--- config.mk ---
export PLATFORM = sky130hd
export DESIGN_NAME = rf_write_port_arbiter
export DESIGN_NICKNAME = d
export VERILOG_FILES = /design/src/rtl/rf_write_port_arbiter.sv
export SDC_FILE = /design/constraint.sdc
export NUM_CORES = 1
export LEC_CHECK = 0
export CORE_ASPECT_RATIO = 2
export CORE_MARGIN = 10
export CORE_UTILIZATION = 45
export DETAILED_ROUTE_END_ITERATION = 8
export PLACE_DENSITY = 0.68
export SYNTH_ARGS = -nofsm -noshare
export SYNTH_HDL_FRONTEND = slang
export SYNTH_SLANG_ARGS = --single-unit
--- constraint.sdc ---
create_clock -name CLK -period 2.6 [get_ports CLK]
set_input_delay 0.52 -clock CLK [delete_from_list [all_inputs] [get_ports CLK]]
set_output_delay 0.52 -clock CLK [all_outputs]
set_load 0.01 [all_outputs]
--- src/rtl/rf_write_port_arbiter.sv ---
// rf_write_port_arbiter: shares the register-file write port between the WB stage (priority)
// and a FIFO of MDU results. A wait counter forces a one-cycle drain that stalls WB.
`default_nettype none

module rf_write_port_arbiter #(
  parameter int WIDTH      = 32,
  parameter int REG_NUM    = 32,
  parameter int FIFO_DEPTH = 4,
  parameter int MAX_WAIT   = 8,
  localparam int AW        = $clog2(REG_NUM),
  localparam int CW        = $clog2(FIFO_DEPTH) + 1
) (
  input  logic             CLK,
  input  logic             RST,
  input  logic             wb_we,
  input  logic [AW-1:0]    wb_addr,
  input  logic [WIDTH-1:0] wb_data,
  input  logic             mdu_valid,
  input  logic [AW-1:0]    mdu_addr,
  input  logic [WIDTH-1:0] mdu_data,
  output logic             mdu_ready,
  output logic             wb_stall,
  output logic             rf_we,
  output logic [AW-1:0]    rf_waddr,
  output logic [WIDTH-1:0] rf_wd,
  output logic [CW-1:0]    fifo_count
);

  localparam int PW = $clog2(FIFO_DEPTH);
  localparam int WW = $clog2(MAX_WAIT + 1);

  typedef enum logic {
    NORMAL = 1'b0,
    DRAIN  = 1'b1
  } state_t;

  state_t           state;
  state_t           state_nxt;
  logic [AW-1:0]    addr_mem [FIFO_DEPTH];
  logic [WIDTH-1:0] data_mem [FIFO_DEPTH];
  logic [PW-1:0]    rd_ptr;
  logic [PW-1:0]    wr_ptr;
  logic [CW-1:0]    count;
  logic [WW-1:0]    wait_cnt;
  logic [WW-1:0]    wait_nxt;
  logic             full;
  logic             empty;
  logic             wb_req;
  logic             push;
  logic             pop;

  assign full       = (count == CW'(FIFO_DEPTH));
  assign empty      = (count == '0);
  assign wb_req     = wb_we && (wb_addr != '0);
  assign fifo_count = count;

  // Outputs are forced to their reset values while RST is held low, without waiting for a clock.
  always_comb begin
    state_nxt = state;
    wait_nxt  = wait_cnt;
    mdu_ready = 1'b0;
    wb_stall  = 1'b0;
    rf_we     = 1'b0;
    rf_waddr  = '0;
    rf_wd     = '0;
    push      = 1'b0;
    pop       = 1'b0;
    if (RST) begin
      mdu_ready = !full;
      // Results to r0 are acknowledged but never occupy a slot.
      push      = mdu_valid && !full && (mdu_addr != '0);
      case (state)
        DRAIN: begin
          wb_stall  = 1'b1;
          pop       = !empty;
          wait_nxt  = '0;
          state_nxt = NORMAL;
        end
        default: begin
          if (wb_req) begin
            rf_we    = 1'b1;
            rf_waddr = wb_addr;
            rf_wd    = wb_data;
          end else begin
            pop = !empty;
          end
          if (pop || empty) begin
            wait_nxt = '0;
          end else begin
            wait_nxt = wait_cnt + WW'(1);
            if (wait_nxt == WW'(MAX_WAIT)) begin
              state_nxt = DRAIN;
            end
          end
        end
      endcase
      if (pop) begin
        rf_we    = 1'b1;
        rf_waddr = addr_mem[rd_ptr];
        rf_wd    = data_mem[rd_ptr];
      end
    end
  end

  always_ff @(posedge CLK or negedge RST) begin
    if (!RST) begin
      state    <= NORMAL;
      wait_cnt <= '0;
      rd_ptr   <= '0;
      wr_ptr   <= '0;
      count    <= '0;
    end else begin
      state    <= state_nxt;
      wait_cnt <= wait_nxt;
      if (push) begin
        wr_ptr <= wr_ptr + PW'(1);
      end
      if (pop) begin
        rd_ptr <= rd_ptr + PW'(1);
      end
      case ({push, pop})
        2'b10:   count <= count + CW'(1);
        2'b01:   count <= count - CW'(1);
        default: count <= count;
      endcase
    end
  end

  always_ff @(posedge CLK) begin
    if (push) begin
      addr_mem[wr_ptr] <= mdu_addr;
      data_mem[wr_ptr] <= mdu_data;
    end
  end

endmodule

`default_nettype wire

Yosys cells after proc, flatten, opt, wreduce, memory -nomap -nowiden:

Memories as Yosys holds them, arrays and structs flattened.
Index checks and enable logic that the tools add are counted.
Widths: inputs -> output; s select.

* bitwise gates (word level): 0
* divide/modulo/power cells: 0
* reductions and logical operators: 10
* mux-type cells: 30
* $mul: 0
* shift operators: 0
* equality and inequality tests: 4
* add/sub/neg operators: 5
* magnitude comparators: 0

Operator list (number)
* $mux 32: 4
* $mux 5: 4
* $mux 1: 19
* $reduce_bool 5->1: 2
* $mux 4: 2
* $pmux 3 s2: 1
* $add 2x1->2 const B: 2
* $add 4x1->4 const B: 1
* $eq 4x4->1 const B: 1
* $add 3x1->3 const B: 1
* $eq 3x3->1 const B: 1
* $logic_and 1x1->1: 3
* $logic_not 3->1: 1
* $sub 3x1->3 const B: 1
* $eq 2x1->1 const B: 1
* $eq 2x2->1 const B: 1
* $logic_not 1->1: 2
* $reduce_bool 2->1: 1
* $logic_or 1x1->1: 1

* ROM bits: 0
* bits in registers: 12
* output and inout bits: 43
* logic and storage cells: 56
* memories kept: 2
* bits in writable memories: 148
* latch bits: 0

Memory list
* data_mem: words 4, bits a word 32, read ports 1, clocked after Yosys merged registers in 0, write ports 1, RTL line 40 `logic [WIDTH-1:0] data_mem [FIFO_DEPTH];`
* addr_mem: words 4, bits a word 5, read ports 1, clocked after Yosys merged registers in 0, write ports 1, RTL line 39 `logic [AW-1:0] addr_mem [FIFO_DEPTH];`

Longest topological paths before layout:

Gate-level depths: netlist (run 1).

* word-level depth: 10
* gate-level depth with buffers: 11

Worst setup path after synthesis (run 1):

Ideal clock, no wire load.

* path kind: input -> register
* start: input port mdu_addr[0]
* end: register count[2] (netlist: fifo_count[2])
* required time: 2.521 ns
* stages on the path: 9
* arrival time: 2.310 ns
* path slack: 0.211 ns
* path buffers: 0
* cell sequence: or4_4 o211a_4 inv_1 ha_1 inv_1 fa_1 xor2_1 nor2_1 xor2_1

* longest elaborated chain between the ends: 5

RTL lines
* from (decl): RTL line 19 `input logic [AW-1:0] mdu_addr,`
* $reduce_bool 5->1 (*): RTL line 71 `push = mdu_valid && !full && (mdu_addr != '0);`
* $logic_and 1x1->1 (*): RTL line 71
* $mux 1 (*): RTL line 68 `if (RST) begin`
* $eq 2x1->1 / $eq 2x2->1 (equally long branches): RTL line 121 `case ({push, pop})`
* $pmux 3 s2 / $reduce_bool 2->1 (equally long branches)
* to (signal assigned): RTL line 122 `2'b10: count <= count + CW'(1);`
* to (signal assigned): RTL line 123 `2'b01: count <= count - CW'(1);`
* to (signal assigned): RTL line 124 `default: count <= count;`
* to (decl): RTL line 43 `logic [CW-1:0] count;`

Every way passes the cells marked *; elsewhere a longest branch is shown, timed or not.
A chain may end at the register's enable or synchronous reset.

Final worst setup path (run 1):

* start: input port wb_we
* end: output port rf_wd[17]

* longest elaborated chain between the ends: 8

RTL lines
* from (decl): RTL line 15 `input logic wb_we,`
* $logic_and 1x1->1 (*): RTL line 54 `assign wb_req = wb_we && (wb_addr != '0);`
* $mux 1: RTL line 80 `if (wb_req) begin`
* $mux 1: RTL line 72 `case (state)`
* $mux 1: RTL line 68
* $mux 1: RTL line 72
* $mux 1: RTL line 68
* $mux 32 (*): RTL line 97 `if (pop) begin`
* $mux 32 (*): RTL line 68
* to (decl): RTL line 25 `output logic [WIDTH-1:0] rf_wd,`

Every way passes the cells marked *; elsewhere a longest branch is shown, timed or not. The select of a mux whose other input is x is not followed.

==> results of run 1 <==
## layout by cell type (no fill, tap or decap), drive strengths merged
| cell | n |
|---|---|
| clkdlybuf4s50 | 76 |
| ha | 7 |
| clkbuf | 21 |
| a31oi | 1 |
| clkinv | 2 |
| a2111oi | 1 |
| dlymetal6s2s | 4 |
| nand3 | 35 |
| a21oi | 1 |
| o21ai | 38 |
| clkdlybuf4s15 | 9 |
| clkinvlp | 2 |
| bufinv | 2 |
| xor2 | 4 |
| edfxtp | 148 |
| o22ai | 1 |
| o211a | 1 |
| o31a | 5 |
| dfrtp | 12 |
| nand4 | 4 |
| xnor2 | 3 |
| nand2 | 37 |
| dlygate4sd2 | 1 |
| or3 | 1 |
| inv | 25 |
| mux4 | 37 |
| or4 | 1 |
| nor3 | 3 |
| mux2 | 1 |
| diode | 1 |
| mux2i | 1 |
| buf | 73 |
| nor2b | 1 |
| nor2 | 13 |
| and2 | 4 |
| fa | 1 |
| nand2b | 3 |
## flip-flops by register name, summed over array words and instances, names as in the netlist
signal / count
data_mem: 128
addr_mem: 20
wait_cnt: 4
fifo_count: 3
rd_ptr: 2
wr_ptr: 2
state: 1
## layout make-up
type                       instances  area, sq um
fill                            1103         5590
sequential                       160         4750
multi-input combinational        204         1842
timing repair buffer             167         1635
clock buffer                      17        425.4
tap                              195        244.0
clock inverter                    15        191.4
inverter                          16        60.06
antenna                            1        2.502
## through the flow
step                cells  hold WS (ns)  cell area [sq um]
finish                775       0.08981               9150
global route          775       0.09128               9150
CTS                   771       0.08206               9148
detailed placement    731        0.5277               8467
global placement      731        0.5209               8467
floorplan             405        0.2244               6713
## metal layers
layer | wire, um | up-vias | part of all wire | GRT usage
met1 | 5543 | 2064 | 0.35 | 0.1605
met2 | 9191 | 101 | 0.59 | 0.2992
met5 | 0 | - | 0 | 0
met3 | 570 | 20 | 0.036 | 0.03813
li1 | - | 1895 | - | -
met4 | 327 | 0 | 0.021 | 0.06440
## what timing repair did
action,CTS,global route
hold endpoints to repair,0,0
setup buffers,7,3
setup endpoints to repair,38,39
pin swaps,4,5
hold buffers,0,0
gates cloned,1,0
resized for setup,151,24
## logic make-up after synthesis
family | Yosys count | share of synthesized area
compound gates | 48 | 0.04194
simple gates | 102 | 0.07158
buf+inv | 41 | 0.02665
mux | 39 | 0.1279
flops | 160 | 0.7068
xor+xnor | 7 | 0.009133
fa+ha+maj | 8 | 0.01603
## report_power, final
group	leakage, nW	internal [mW]	total [mW]	switching, mW
registers	1.49	3.14	3.34	0.195
clock network	0.297	1.47	2.53	1.07
logic	1.50	1.36	2.48	1.11
## final timing paths
| path | endpoint | slack [ns] | cells past startpoint |
|---|---|---|---|
| worst max register to register | fifo_count[2]$_DFFE_PN0P_ | 0.35 | 11 |
| worst min-delay path | fifo_count[1]$_DFFE_PN0P_ | 0.09 | 2 |
| max in group asynchronous | rd_ptr[0]$_DFFE_PN0P_ | 2.28 | 2 |
| worst max-delay path | rf_wd[17] | 0.08 | 8 |
| min in group CLK | fifo_count[0]$_DFFE_PN0P_ | 0.56 | 1 |
| worst min register to register | fifo_count[0]$_DFFE_PN0P_ | 0.56 | 1 |
==> metrics, run 1 <==
Synth Instances 405; GRT Util Overall 0.1582; # setup viols final 0; sequential area share after synthesis 0.7068; P per Cell Area 912.3 nW/um^2; nature of the critical path startpoint primary input; Final Critical Period 2.523 ns; CTS max path bufs 2; Num Clock Sinks 160; GP Congestion 0.7886; final hold viol count 0; CP endpoint kind output pin; status complete, no violations; CP delay by family, top buffers and inverters; Final Skew 0.009550 ns; Max stage delay on crit path 0.47 ns; layout net count 652; dominant cell type by area after synthesis edfxtp_1; Yosys reg bits 160; largest net degree at the start of global routing 54; critical-path cell list clkdlybuf4s50_1, nand2b_1, a21oi_4, buf_12, buf_6, nand3_1, o21ai_0, clkdlybuf4s15_2; Routed WL 15,630 um; Core Rows 63; clock root buffer clkbuf_16; async set-or-reset flop fraction in the synthesized netlist 0.07500; H-tree levels 4; RSZ-0062 raised after global routing yes; synth cell count leaders 148 x edfxtp_1, 37 x mux4_2, 37 x nand2_1, 35 x nand3_1, 33 x o21ai_0; clock latency on the worst-skew pair 0.42 ns; first-pass GRT wire length 24,450 um; Yosys top cell area share 0.6621; grt ovf 0; Final period util 0.9704; Final ANT Viol Nets 0; maximum clock rate 396.3 MHz; VDD IR max 0.6591 mV; most common flop cell mapped by yosys edfxtp_1; Die X 106.4 um; WP buf/inv 4; CTS buffer count 17; DP Worst Slack -0.4591 ns; post-synth cell types 33; Ys Warns 0; Critical Path Slowest Stage Cell clkdlybuf4s50_1; Crit Path Max Fanout 14; Cell Area, Synth 6713 sq um; area grow syn2layout 36.31%; Synth area leaders edfxtp_1 66%, mux4_2 12%, dfrtp_1 4.5%, nand3_1 2.6%, o21ai_0 2.5%; vias 4,080; Worst Max-Slew Pin Slew 0.5098 ns; Syn Area/Cell 16.57 sq um; crit path DAT 2.00 ns; Hold/Removal Path Class primary input to async pin; final count of pins violating max slew 0; dpl hpwl 10,800 um; slew margin rel. 0.6513; RR Startpoint state$_DFFE_PN0P_; leakage 3.288 nW; number of max-cap violations 0; PnR worst setup slack 0.07695 ns; Initial DRC Count 157; Setup CP Type primary input to output pin; routed len/inst 20.17 um; initial antenna violation count 1; most common cell in the netlist edfxtp_1; Avg Vias per Cell 5.265; setup_tns 0 ns; Initial Utilization 0.4554; Post-Syn Nets 491; Reg clk slew, reported paths 0.06 ns; Core Area 14,740 sq um; IO buf count 120; CTS tree built; # DRC 0; I/O pin cnt 121; worst path required time 2.08 ns; die area 20,500 sq um; worst setup path start wb_we; EDFF count, synth 148; layout cells sized above 1 0.2919; die height 192.7 um; Final Core Density 0.6207; Power Total 8.347 mW; number of global-route vias before repair 4,444; router iterations before antenna repair 4
No activity file was read; power rests on OpenSTA's default activity.
==> run 2, diff against run 1 <==
Settings changed: SETUP_SLACK_MARGIN set to 0.1.
==> run 2 against run 1 <==
Global-route usage increased by 0.30 points. Clock-buffer cell count unchanged. Sequential power about the same. Largest cell class unchanged. Clock power hardly changed. Worst setup slack lost 0.022 ns. Clock skew grew 0.00088 ns. Cell area is 3.1% higher. Sequential cell count stayed put. Power grew 5.0%. Register-to-register slack lost 0.09 ns. Core utilization up 1.9 points. Critical path depth fell by 1.
==> metrics, run 2 (synthesized netlist as in run 1, its figures left out) <==
reg2reg setup slack 0.26 ns; die height 192.7 um; CTS buffer count 17; final hold viol count 0; GRT Util Overall 0.1612; Power Internal 6.248 mW; layout net count 668; worst reg2reg path depth 12; Max stage delay on crit path 0.50 ns; CP endpoint kind output pin; CTS tree built; Initial Utilization 0.4554; Worst Max-Slew Pin Slew 0.5521 ns; grt ovf 0; Comb power frac 0.329; # setup viols final 0; first-pass GRT wire length 24,920 um; # DRC 0; clock root buffer clkbuf_16; number of max-cap violations 0; Final Skew 0.01043 ns; IO buf count 120; Reg clk slew, reported paths 0.06 ns; Setup CP Type register to output pin; VDD IR max 0.6820 mV; I/O pin cnt 121; dpl hpwl 10,800 um; nature of the critical path startpoint register; Largest regs data_mem: 128 flops, addr_mem: 20 flops, wait_cnt: 4 flops; Clock Power Share 0.289; clock latency on the worst-skew pair 0.43 ns; non-filler cells, final 792; die area 20,500 sq um; Core Area 14,740 sq um; Avg Vias per Cell 5.264; area grow syn2layout 40.50%; P per Cell Area 929.6 nW/um^2; Routed WL 16,140 um; maximum clock rate 392.9 MHz; slew margin rel. 0.6224; RR Startpoint state$_DFFE_PN0P_; router iterations before antenna repair 4; H-tree levels 4; Final ANT Viol Nets 0; layout cells sized above 1 0.3815; critical-path cell list buf_6, buf_12, buf_16, mux4_2, nand2_2, o21ai_2, buf_2; Num Clock Sinks 160; final count of pins violating max slew 0; Hold/Removal Path Class primary input to async pin; most frequent cells in the layout 148 x edfxtp_1, 72 x clkdlybuf4s50_1, 37 x mux4_2; Initial DRC Count 213; RSZ-0062 raised after global routing yes; leakage 3.439 nW; Final period util 0.9788; Net Sw Power 2.520 mW; number of global-route vias before repair 4,534; Biggest register data_mem; Die X 106.4 um; crit path DAT 2.02 ns; WP buf/inv 4; status complete, no violations; CP delay by family, top buffers and inverters; Final Critical Period 2.545 ns; vias 4,169; worst path required time 2.08 ns; Critical Path Slowest Stage Cell mux4_2; Filler cells 1,078; placed instance count 731; hold_ws 0.08513 ns; initial antenna violation count 2; Crit Path Max Fanout 8; Core Rows 63; largest net degree at the start of global routing 54; max FFs per register 128; GP Congestion 0.7886; sequential share of power 0.382; commonest non-fill, non-tap cell in the layout edfxtp_1; R2R Path End fifo_count[2]$_DFFE_PN0P_; CTS Hold Bufs 0; CTS max path bufs 2; switching part of the total power 0.2874; routed len/inst 20.38 um
==> run 2: changes by cell type in the layout (fill, tap and decap cells not counted), sizes merged <==
cell and change:
buf +27, clkdlybuf4s15 -8, clkdlybuf4s50 -4, diode +1, dlygate4sd2 +1
==> run 2: metrics by stage <==
| step | TNS, ns | utilization | cell area (sq um) | setup WS (ns) | power (mW) |
|---|---|---|---|---|---|
| 6_report | 0 | 0.6398 | 9432 | 0.05511 | 8.767 |
| 5_1_grt | -0.1515 | 0.6398 | 9432 | -0.03879 | 9.198 |
| 4_1_cts | 0 | 0.6267 | 9238 | 0.02188 | 8.685 |
| 3_5_place_dp | -15.79 | 0.5744 | 8467 | -0.4591 | 5.840 |
| 3_3_place_gp | -14.50 | 0.5744 | 8467 | -0.4172 | 5.783 |
| 2_1_floorplan | 0 | - | 6713 | 0.2111 | 4.745 |
==> run 2: layout make-up <==
type,count,area [sq um],area share
Inverter,16,60.06,0.006368
Clock inverter,15,191.4,0.02030
Tap cell,195,244.0,0.02587
Antenna cell,2,5.005,0.0005306
Multi-Input combinational cell,204,1931,0.2047
Timing Repair Buffer,183,1824,0.1934
Sequential cell,160,4751,0.5037
Clock buffer,17,425.4,0.04510
==> run 2: what timing repair did <==
action	in CTS	in global routing
gates resized for setup	204	57
pin swaps	10	29
endpoints found under the setup margin	40	39
cloned	3	1
buffers inserted	15	9
hold endpoints to repair	0	0
==> run 2: metal layers <==
metal  global-route usage  wire length (um)  vias to the layer above
met3              0.03746               639                       23
met1               0.1629              5664                     2101
li1                     -                 -                     1933
met4              0.07435               431                        0
met5                    0                 0                        -
met2               0.3026              9402                      112
==> run 2: worst max path at each step <==
stage | from | endpoint | slack (ns) | depth (start not counted)
6_report | rd_ptr[0]$_DFFE_PN0P_ | rf_wd[1] | 0.06 | 7
5_1_grt | rd_ptr[0]$_DFFE_PN0P_ | rf_wd[7] | -0.04 | 7
4_1_cts | rd_ptr[0]$_DFFE_PN0P_ | rf_wd[7] | 0.02 | 7
3_5_place_dp | wb_addr[2] | rf_wd[19] | -0.46 | 8
3_3_place_gp | wb_addr[4] | rf_wd[14] | -0.42 | 8
2_1_floorplan | mdu_addr[0] | fifo_count[2]$_DFFE_PN0P_ | 0.21 | 9
==> run 2: worst reg2reg max path: stages (launching register included) <==
cell	delay, ns
dfrtp_1	0.39
nand2b_4	0.17
a21oi_4	0.04
buf_12	0.14
buf_6	0.13
buf_16	0.15
nor3_4	0.19
ha_2	0.22
inv_2	0.04
fa_2	0.38
xor2_1	0.14
nor2_1	0.11
xor2_1	0.15
==> run 2: power groups by stage <==
stage	sequential (mW)	clock (mW)	combinational [mW]
floorplan	3.28	0	1.46
global placement	3.36	0	2.42
detailed placement	3.39	0	2.45
CTS	3.35	2.58	2.75
global route	3.38	2.70	3.12
finish	3.35	2.54	2.88
==> run 3, diff against run 2 <==
==> constraint.sdc (replaced) <==
create_clock -name CLK -period 2.6 [get_ports CLK]
set_input_delay 0.65 -clock CLK [delete_from_list [all_inputs] [get_ports CLK]]
set_output_delay 0.65 -clock CLK [all_outputs]
set_load 0.005 [all_outputs]
==> run 3 against run 2 <==
Clock skew shrank 0.0050 ns. Clock-buffer cell count grew 2. Register-to-register slack gained 0.07 ns. Core utilization up 1.2 points. Sequential cell count is the same. Critical path depth up 3. Sequential share of layout area fell by 0.91 points. Worst setup slack lost 0.030 ns. Non-clock buffer count fell by 4. Cell area up 1.8%.
==> metrics, run 3 (synthesized netlist as in run 1, its figures left out) <==
status complete, no violations; Initial Utilization 0.4554; grt ovf 0; RSZ-0062 raised after global routing yes; Max stage delay on crit path 0.18 ns; sequential share of power 0.385; Die X 106.4 um; Clock Power Share 0.311; number of max-cap violations 0; clock latency on the worst-skew pair 0.42 ns; Setup CP Type primary input to output pin; CP most frequent cell buf_12; router iterations before antenna repair 6; final hold viol count 0; critical-path cell list buf_6, nor3_4, buf_6, a21oi_4, buf_12, buf_12, buf_12, buf_16, o21ai_2, buf_2; first-pass GRT wire length 26,080 um; GRT busiest layer met2; slew margin rel. 0.6287; Initial DRC Count 217; maximum clock rate 388.3 MHz; die height 192.7 um; Core Area 14,740 sq um; leakage 3.490 nW; Largest regs data_mem: 128 flops, addr_mem: 20 flops, wait_cnt: 4 flops; hold_ws 0.3224 ns; CTS buffer count 17; Final Critical Period 2.575 ns; most frequent cells in the layout 148 x edfxtp_1, 71 x clkdlybuf4s50_1, 42 x buf_2; routed len/inst 21.91 um; DP Worst Slack -0.6396 ns; Hold/Removal Path Class primary input to async pin; I/O pin cnt 121; max FFs per register 128; IO buf count 120; Num Clock Sinks 160; switching part of the total power 0.2767; Power Internal 6.259 mW; H-tree levels 4; placed instance count 731; CTS tree built; vias 4,301; reg2reg setup slack 0.33 ns; Net Sw Power 2.394 mW; Comb power frac 0.304; crit path DAT 1.93 ns; P per Cell Area 901.1 nW/um^2; Final ANT Viol Nets 0; Power Total 8.653 mW; worst path required time 1.95 ns; Reg clk slew, reported paths 0.06 ns; layout net count 664; clock root buffer clkbuf_16; CTS max path bufs 2; PnR worst setup slack 0.02499 ns; Avg Vias per Cell 5.465; final count of pins violating max slew 0; GRT Util Overall 0.1691; met3 usage 0.03779; largest net degree at the start of global routing 40; Core Rows 63; die area 20,500 sq um; VDD IR max 0.6733 mV; non-filler cells, final 787; # DRC 0; Biggest register data_mem; Crit Path Max Fanout 6; Routed WL 17,250 um; number of global-route vias before repair 4,726; Worst Max-Slew Pin Slew 0.5570 ns; M2 GR Usage 0.3191; CTS Hold Bufs 0; commonest non-fill, non-tap cell in the layout edfxtp_1; Final Skew 0.005475 ns; # setup viols final 0; Final period util 0.9904; initial antenna violation count 1; nature of the critical path startpoint primary input; CP endpoint kind output pin; area grow syn2layout 43.06%; Critical Path Slowest Stage Cell nor3_4; layout cells sized above 1 0.4315; dpl hpwl 10,800 um; met1 usage 0.1704; Final Core Density 0.6515; GP Congestion 0.7560
## run 3: changes by cell type in the layout (fill, tap and decap cells not counted), moves of 5 or more
cell	change
buf_2	+6
buf_6	-9
inv_8	-5
nand2_1	-6
nand2_2	+6
nand3_1	-10
nand3_2	+8
o21ai_0	-5
o21ai_1	-10
o21ai_2	+15
## run 3: area by class of cell
type,instances,area [sq um]
well taps,195,244.0
fillers,1103,5137
flip-flops and latches,160,4750
clock inverters,13,209.0
clock buffers,19,432.9
inverters,16,60.06
repair buffers,179,1823
diodes,1,2.502
multi-input cells,204,2082
## run 3: power groups by stage
stage          sequential (mW)  clock, mW  combinational (mW)
6_report                  3.33       2.69                2.63
5_1_grt                   3.36       2.83                2.85
4_1_cts                   3.33       2.73                2.57
3_5_place_dp              3.38          0                2.40
3_3_place_gp              3.35          0                2.36
2_1_floorplan             3.28          0                1.42
## run 3: through the flow
step / setup TNS [ns] / instance area [sq um]
global placement: -36.28 / 8444
finish: 0 / 9603
CTS: 0 / 9433
floorplan: 0 / 6728
detailed placement: -38.65 / 8444
global route: -0.5769 / 9603
## run 3: layer usage
layer	up-vias	wire, um	share of wire
met4	0	385	0.022
met3	25	718	0.042
met1	2221	6152	0.36
met2	132	9991	0.58
met5	-	0	0
li1	1923	-	-
## run 3: what timing repair did
action                                  4_1_cts  5_1_grt
gates cloned                                  7        2
endpoints found under the setup margin       41       39
setup buffers                                13        1
resized for setup                           275       29
pin swaps                                    24        6
## run 3: critical path, delay by kind of cell
kind	cells	cell delay, ns
compound gates	2	0.20
buf+inv	7	0.89
simple gates	1	0.18
## run 3: worst paths after layout
path	startpoint	endpoint	depth (start not counted)
max in group asynchronous	RST	rd_ptr[1]$_DFFE_PN0P_	3
worst max-delay path	wb_addr[0]	rf_wd[10]	10
worst min register to register	wait_cnt[3]$_DFFE_PN0P_	wait_cnt[3]$_DFFE_PN0P_	2
min in group CLK	wait_cnt[3]$_DFFE_PN0P_	wait_cnt[3]$_DFFE_PN0P_	2
worst max register to register	state$_DFFE_PN0P_	fifo_count[2]$_DFFE_PN0P_	13
worst min-delay path	RST	fifo_count[0]$_DFFE_PN0P_	2
